$ cat src/rtl/instr_fetch_unit.sv
// instr_fetch_unit: fetch PC, single-outstanding imem requester and instruction FIFO feeding decode.
// Define IFETCH_MISALIGN_CHK_EN to trap misaligned redirect targets instead of forcing alignment.
module instr_fetch_unit #(
    parameter logic [31:0] RESET_PC   = 32'h0000_0000,
    parameter int          FIFO_DEPTH = 2
) (
    input  logic        clk,
    input  logic        rst,
    output logic        imem_req,
    output logic [31:0] imem_addr,
    input  logic        imem_ack,
    input  logic [31:0] imem_rdata,
    input  logic        redirect,
    input  logic [31:0] redirect_pc,
    output logic        instr_valid,
    input  logic        instr_ready,
    output logic [31:0] instruction,
    output logic [31:0] instr_pc,
    output logic [31:0] instr_pc_next,
    output logic        fetch_misaligned
);
    localparam int AW = $clog2(FIFO_DEPTH);
    localparam int CW = AW + 1;
    localparam logic [CW-1:0] DEPTH = CW'(FIFO_DEPTH);
    localparam logic [1:0] S_IDLE = 2'd0, S_BUSY = 2'd1, S_DISCARD = 2'd2;
`ifdef IFETCH_MISALIGN_CHK_EN
    localparam bit CHK = 1'b1;
`else
    localparam bit CHK = 1'b0;
`endif
    logic [1:0]    state_q, state_d;
    logic [31:0]   fetch_pc_q, fetch_pc_d, req_addr_q, req_addr_d;
    logic [CW-1:0] count_q, count_d, cnt_after;
    logic [AW-1:0] rd_q, rd_d, wr_q, wr_d;
    logic          mis_q, mis_d;
    logic [31:0]   fifo_instr_q [FIFO_DEPTH];
    logic [31:0]   fifo_pc_q [FIFO_DEPTH];
    logic [31:0]   tgt;
    logic          push, pop;
    assign tgt = CHK ? redirect_pc : {redirect_pc[31:2], 2'b00};
    assign push = (state_q == S_BUSY) && imem_ack && !redirect;
    assign pop = instr_valid && instr_ready;
    assign cnt_after = count_q + CW'(push) - CW'(pop);
    always_comb begin
        state_d    = state_q;
        fetch_pc_d = redirect ? tgt : fetch_pc_q;
        req_addr_d = req_addr_q;
        mis_d      = redirect ? (CHK && (redirect_pc[1:0] != 2'b00)) : mis_q;
        count_d    = redirect ? '0 : cnt_after;
        rd_d       = redirect ? '0 : (pop ? rd_q + 1'b1 : rd_q);
        wr_d       = redirect ? '0 : (push ? wr_q + 1'b1 : wr_q);
        case (state_q)
            S_IDLE: begin
                if (!redirect && !mis_q && count_q < DEPTH) begin
                    req_addr_d = fetch_pc_q;
                    state_d    = S_BUSY;
                end
            end
            S_BUSY: begin
                if (redirect) begin
                    state_d = imem_ack ? S_IDLE : S_DISCARD;
                end else if (imem_ack) begin
                    fetch_pc_d = fetch_pc_q + 32'd4;
                    // keep streaming while the post-push/pop FIFO still has room
                    if (cnt_after < DEPTH) req_addr_d = fetch_pc_q + 32'd4;
                    else state_d = S_IDLE;
                end
            end
            S_DISCARD: state_d = imem_ack ? S_IDLE : S_DISCARD;
            default: state_d = S_IDLE;
        endcase
    end
    always_ff @(posedge clk or posedge rst) begin
        if (rst) begin
            state_q    <= S_IDLE;
            fetch_pc_q <= RESET_PC;
            req_addr_q <= '0;
            count_q    <= '0;
            rd_q       <= '0;
            wr_q       <= '0;
            mis_q      <= 1'b0;
        end else begin
            state_q    <= state_d;
            fetch_pc_q <= fetch_pc_d;
            req_addr_q <= req_addr_d;
            count_q    <= count_d;
            rd_q       <= rd_d;
            wr_q       <= wr_d;
            mis_q      <= mis_d;
        end
    end
    // Storage needs no reset: outputs are gated by occupancy.
    always_ff @(posedge clk) begin
        if (push) begin
            fifo_instr_q[wr_q] <= imem_rdata;
            fifo_pc_q[wr_q]    <= req_addr_q;
        end
    end
    assign imem_req         = (state_q == S_BUSY) || (state_q == S_DISCARD);
    assign imem_addr        = req_addr_q;
    assign instr_valid      = count_q != '0;
    assign instruction      = instr_valid ? fifo_instr_q[rd_q] : '0;
    assign instr_pc         = instr_valid ? fifo_pc_q[rd_q] : '0;
    assign instr_pc_next    = instr_pc + 32'd4;
    assign fetch_misaligned = CHK && mis_q;
endmodule

$ cat config.mk
export PLATFORM = sky130hd
export DESIGN_NAME = instr_fetch_unit
export DESIGN_NICKNAME = d
export VERILOG_FILES = /design/src/rtl/instr_fetch_unit.sv
export SDC_FILE = /design/constraint.sdc
export NUM_CORES = 1
export LEC_CHECK = 0
export BUFFER_PORTS_ARGS = -buffer_cell sky130_fd_sc_hd__buf_2
export CAP_MARGIN = 20
export CELL_PAD_IN_SITES_DETAIL_PLACEMENT = 1
export CELL_PAD_IN_SITES_GLOBAL_PLACEMENT = 1
export CORE_MARGIN = 2
export CORE_UTILIZATION = 43
export CTS_CLUSTER_DIAMETER = 100
export DETAILED_ROUTE_END_ITERATION = 8
export PLACE_DENSITY_LB_ADDON = 0.3
export SLEW_MARGIN = 20
export SYNTH_ARGS = -nofsm -noshare
export SYNTH_HDL_FRONTEND = slang
export SYNTH_SLANG_ARGS = --single-unit
$ cat constraint.sdc
create_clock -name clk -period 5.2 [get_ports clk]
set_input_delay 1.04 -clock clk [delete_from_list [all_inputs] [get_ports clk]]
set_output_delay 1.04 -clock clk [all_outputs]
set_load 0.01 [all_outputs]
Yosys cells after proc, flatten, opt, wreduce, memory -nomap -nowiden
Memories as Yosys holds them, arrays and structs flattened.
Cells that the tools add are included.
{ "classes": {"addsub": 6, "n_lt_le_gt_ge": 2, "n_eq_ne": 8, "mux": 24, "n_reduce_logical": 13} }
{ "op_table": {"columns": ["cell", "count"], "rows": [
  ["$mux 32", 10],
  ["$add 32x3->32 const B", 2],
  ["$pmux 32 s2", 1],
  ["$mux 2", 6],
  ["$reduce_bool 2->1", 4],
  ["$mux 1", 6],
  ["$ne 2x2->1 const B", 3],
  ["$ne 3x3->1 const B", 2],
  ["$pmux 2 s3", 1],
  ["$reduce_and 5->1", 1],
  ["$logic_and 1x1->1", 4],
  ["$lt 2x2->1 const B", 2],
  ["$reduce_and 3->1", 1],
  ["$add 1x1->1 const B", 2],
  ["$add 2x1->2", 1],
  ["$eq 2x1->1 const B", 1],
  ["$eq 2x2->1 const B", 1],
  ["$logic_not 2->1", 1],
  ["$ne 2x1->1 const B", 1],
  ["$sub 2x1->2", 1],
  ["$logic_not 1->1", 1],
  ["$logic_or 1x1->1", 1]
]} }
{ "totals": {"regBits": 70, "mem_bits_rw": 128, "in_bits": 69, "output_inout_bits": 131, "elab_cells": 61, "mem_count": 2} }
{ "memory_table": {"columns": ["memory", "depth", "width", "read_ports", "rd_clocked_by_memory_dff", "wr", "line", "source"], "rows": [
  ["fifo_instr_q", 2, 32, 1, 0, 1, "36", "logic [31:0] fifo_instr_q [FIFO_DEPTH];"],
  ["fifo_pc_q", 2, 32, 1, 0, 1, "37", "logic [31:0] fifo_pc_q [FIFO_DEPTH];"]
]} }

Longest topological paths before layout
{ "logic_depth": {"depth_word": 10, "mapped_depth": 16, "depth_no_buf": 13} }

Least setup slack after synthesis
Ideal clock, no wire load.
{ "synth_timing": {"path_type": "in2reg", "start": "in imem_ack", "end": "mem fifo_instr_q[0][0] (enable)", "setup_ns": 0.486, "arrival_time_ns": 4.342, "t_required_ns": 4.714, "path_slack_ns": 0.372, "path_stages": 4, "path_buffers": 1, "cell_sequence": "and2_1 -> clkbuf_1 -> nand2b_1 -> nor2_1"} }
{ "synth_between": {"elab_chain_len": 4} }
{ "synth_rtl": {"columns": ["item", "line", "source"], "rows": [
  ["start: declaration", "11", "input logic imem_ack,"],
  ["$logic_and 1x1->1 (2 in series)", "41", "assign push = (state_q == S_BUSY) && imem_ack && !redirect;"],
  ["$mux 1", "94", "if (push) begin"],
  ["$mux 1 (not written as such)", "95", "fifo_instr_q[wr_q] <= imem_rdata;"],
  ["end: declaration", "36", null]
]} }
Every way passes these cells.

Worst setup path in the final report
{ "layout_timing": {"start": "reg rd_q", "end": "out instr_pc_next[31]"} }
{ "layout_between": {"elab_chain_len": 3} }
{ "layout_rtl": {"columns": ["item", "line", "source"], "rows": [
  ["start: declaration", "34", "logic [AW-1:0] rd_q, rd_d, wr_q, wr_d;"],
  ["start signal: assignment", "87", "rd_q <= rd_d;"],
  ["$mem_v2 2x32", null, null],
  ["$mux 32", "103", "assign instr_pc = instr_valid ? fifo_pc_q[rd_q] : '0;"],
  ["$add 32x3->32", "104", "assign instr_pc_next = instr_pc + 32'd4;"],
  ["end: declaration", "19", "output logic [31:0] instr_pc_next,"]
]} }
Every way passes these cells.

==> results.ini <==
[status]
outcome=finished, final reports clean

[detailed_routing]
post_drt_via_cell_ratio=5.05
met2WireLength_um=10500
wirelength_routed_um=22400
drt-initial-drc-count=275
firstDrtPassIters=4
top_layer=met4
drc_violation_count_after_routing=0
routed_wire_length_per_instance_um=18.1
detail_route_met3_wl_um=1450
wirelength_met1_um=10100
routed-via-count=6220
remaining_antenna_violation_count_after_routing=0

[grt]
total_overflow_reported_by_the_global_router=0
number_of_antenna_violations_at_the_first_check_in_global_routing=1
gr-usage-all-layers_pct=20.0
grt_pass1_wl_um=34700
grt_start_max_net_pins=72
grt_pass1_vias=6398

[setup_path]
timing.critical_path.fanout_max=39
timing.critical_path.cells=buf_4 > mux2i_1 > a211oi_1 > and4_1 > or4b_4 > nor3_2 > xor2_1 > buf_2
worst_setup_end_kind=output port
start_kind=flip-flop
critPathSlowestCell=sky130_fd_sc_hd__or4b_4
path_class=reg2out
cp.arrival_ns=3.60
crit_path_max_incr_delay_ns=0.54
cp_data_required_time_ns=4.16

[logic_synthesis]
post_synth_fa_ha_maj_area_fraction_pct=1.08
async_reset_ff_share_pct=35.4
post_synth_mux_area_share_pct=11.1
synth.yosys.seq_area_share_pct=60.4
synth-compound-area-share_pct=2.84
ys_seq_elements=198
yosysWarnings=0
mappedNetlistNets=833
synth_enable_flop_cells=128
synth_simple_gate_area_share_pct=13.0
synthXorXnorAreaFrac_pct=8.51
combinational_family_with_the_most_area_after_synthesis=simple AND/OR/NAND/NOR gates
netlist_area_um2=9260
synthesis.area_per_instance_um2=12.2
synth_flop_cell=sky130_fd_sc_hd__edfxtp_1
netlist_instances=756
number_of_different_library_cells_in_the_post_synthesis_netlist=43

[die]
initial_utilization_pct=43.9
core_area_um2=21100
floorplan.die.width_um=151
pin_count=200
floorplan.die_area_um2=22700
die_height_um=151
num_rows=53

[pwr]
power_per_cell_area_nw_per_um2=523
switchingPower_mw=2.19
p_comb_share_pct=37.5
seq_power_share_pct=39.0
cell_internal_pwr_mw=3.62
switching_fraction_of_total_power_pct=37.7
share_clk_of_total_power_pct=23.5
total_leakage_power_nw=4.49
vdd_drop_max_mv=0.201

[cts]
cts_setup_buffers=0
cts_inserted_buffers=17
cts.reportedPaths.clkPinSlew_ns=0.07
tritoncts_num_sinks=198
cts_tree=built
cts-root-buf=sky130_fd_sc_hd__clkbuf_16
insertion_delay_ns=0.43
cts_buffer_depth=2
cts.htree.levels=4
post_cts_resize_count=0
cts_hold_buf=0

[timing]
finalWorstPathRequiredPeriod_ns=4.64
timing.final.max_slew_violations=0
worstMarginPinSlew_ns=0.835
tns_ns=0
hold_violation_total_from_the_final_report=0
rsz0062_at_grt=no
slew-limit-headroom_pct=44.2
final.period_utilization_pct=89.2
setup_viol_count_final=0
fin_worst_skew_ns=0.00791
timing.fmax_ghz=0.215

[final_layout]
layout-area-overhead-vs-synth_pct=20.0
layout-drive-gt1-share_pct=30.2
fin_nets=1020
utilization_pct=52.7

[placement]
gp_congestion=0.815
hpwlAfterDp_um=16400
numPortBuffers=196

[min_path]
holdCritPathClass=reg2reg

[flow_run]
cap_violations=0

==> registers in the layout (all words and copies together) (netlist names) <==
name          count
fifo_instr_q     64
rd_q              1
count_q           2
imem_addr        32
wr_q              1
fifo_pc_q        64
fetch_pc_q       32
state_q           2
==> layout make-up <==
cell class,count,area [µm²]
Antenna cell,1,2.50
Clock buffer,18,429
Clock inverter,14,190
Fill cell,2248,9980
Inverter,18,68.8
Multi-Input combinational cell,500,3400
Sequential cell,198,5600
Tap cell,275,344
Timing Repair Buffer,208,1070
==> cells in the mapped netlist, drive strengths merged (19+ instances only) <==
library cell  count  area, µm²
mux2             35        394
xnor2            47        412
buf              21        144
nand3            24        125
edfxtp          128       3840
dfrtp            70       1750
mux2i            63        631
nand2            73        274
clkbuf           19       71.3
nor3             19        110
nor2             88        333
o21ai            34        170
xor2             43        377
==> layer usage <==
| layer | GRT usage [%] | vias to the layer above |
|---|---|---|
| met4 | 4.81 | 0 |
| met3 | 4.79 | 23 |
| met2 | 33.5 | 171 |
| met5 | 0 | - |
| met1 | 26.2 | 2997 |
| li1 | - | 3029 |
==> per-stage QoR <==
step | worst slack, ns | area, µm² | std cells | hold WS, ns | total power, mW
CTS | 0.487 | 11100 | 1231 | 0.501 | 5.87
floorplan | 0.372 | 9260 | 756 | 0.458 | 3.61
global route | 0.264 | 11100 | 1231 | 0.525 | 6.15
detailed placement | 0.973 | 10500 | 1199 | 0.484 | 4.49
global placement | 1.16 | 10500 | 1199 | 0.477 | 4.42
finish | 0.559 | 11100 | 1232 | 0.503 | 5.81
==> worst max-delay path, delay by kind of cell, from the launching register on <==
kind | cells | cell delay (ns)
AOI/OAI and AO/OA | 1 | 0.47
xor gates and xnor gates | 1 | 0.18
DFF | 1 | 0.48
muxes | 1 | 0.23
buffers and inverters | 2 | 0.69
and+or+nand+nor | 3 | 1.11
==> worst paths after layout <==
kind / from / slack (ns) / end / cells past startpoint
setup / recovery: rd_q$_DFFE_PP0P_ / 0.56 / instr_pc_next[31] / 8
setup reg to reg: state_q[1]$_DFFE_PP0P_ / 1.65 / imem_addr[22]$_DFFE_PP0P_ / 14
min in group asynchronous: rst / 0.73 / fetch_pc_q[20]$_DFF_PP0_ / 2
hold reg to reg: imem_addr[26]$_DFFE_PP0P_ / 0.50 / fifo_pc_q[1][26]$_DFFE_PP_ / 0
hold / removal: imem_addr[26]$_DFFE_PP0P_ / 0.50 / fifo_pc_q[1][26]$_DFFE_PP_ / 0
max in group asynchronous: rst / 3.66 / fetch_pc_q[1]$_DFFE_PP0P_ / 3
==> kinds of logic after synthesis <==
| family | Yosys count |
|---|---|
| compound gates | 47 |
| xor+xnor | 90 |
| fa+ha+maj | 8 |
| buf+inv | 58 |
| flops | 198 |
| mux | 98 |
| other cells | 1 |
| simple gates | 256 |
==> power by group through the flow <==
stage | sequential (mW) | combinational [mW] | clock, mW
detailed placement | 2.29 | 2.20 | 0
CTS | 2.26 | 2.21 | 1.39
global route | 2.30 | 2.41 | 1.45
global placement | 2.27 | 2.15 | 0
floorplan | 2.24 | 1.37 | 0
finish | 2.26 | 2.18 | 1.36
==> placed cells by master, fill, tap and decap left out, types with 3 or more instances in the layout <==
master | synthesis | final
sky130_fd_sc_hd__mux2i_1 | 63 | 63
sky130_fd_sc_hd__a211oi_1 | 5 | 5
sky130_fd_sc_hd__dfrtp_1 | 70 | 69
sky130_fd_sc_hd__a21oi_1 | 5 | 5
sky130_fd_sc_hd__nor2_1 | 87 | 84
sky130_fd_sc_hd__xor2_1 | 43 | 43
sky130_fd_sc_hd__ha_1 | 8 | 8
sky130_fd_sc_hd__nor2_4 | 0 | 3
sky130_fd_sc_hd__nor3_1 | 16 | 16
sky130_fd_sc_hd__xnor2_1 | 47 | 47
sky130_fd_sc_hd__and3_1 | 9 | 9
sky130_fd_sc_hd__buf_4 | 4 | 12
sky130_fd_sc_hd__clkbuf_16 | 0 | 17
sky130_fd_sc_hd__nor2b_1 | 4 | 4
sky130_fd_sc_hd__and4_1 | 4 | 4
sky130_fd_sc_hd__nor4_1 | 5 | 5
sky130_fd_sc_hd__inv_1 | 18 | 17
sky130_fd_sc_hd__o21ai_0 | 30 | 30
sky130_fd_sc_hd__nand3b_1 | 4 | 4
sky130_fd_sc_hd__and2_1 | 4 | 4
sky130_fd_sc_hd__nand4_1 | 14 | 14
sky130_fd_sc_hd__mux2_2 | 35 | 35
sky130_fd_sc_hd__edfxtp_1 | 128 | 128
sky130_fd_sc_hd__nand3_1 | 23 | 23
sky130_fd_sc_hd__nor3_2 | 3 | 3
sky130_fd_sc_hd__buf_2 | 9 | 196
sky130_fd_sc_hd__nand2_1 | 73 | 73
sky130_fd_sc_hd__o21ai_1 | 4 | 4
sky130_fd_sc_hd__inv_8 | 0 | 5
Note: power is estimated with default switching activity, not from simulation.
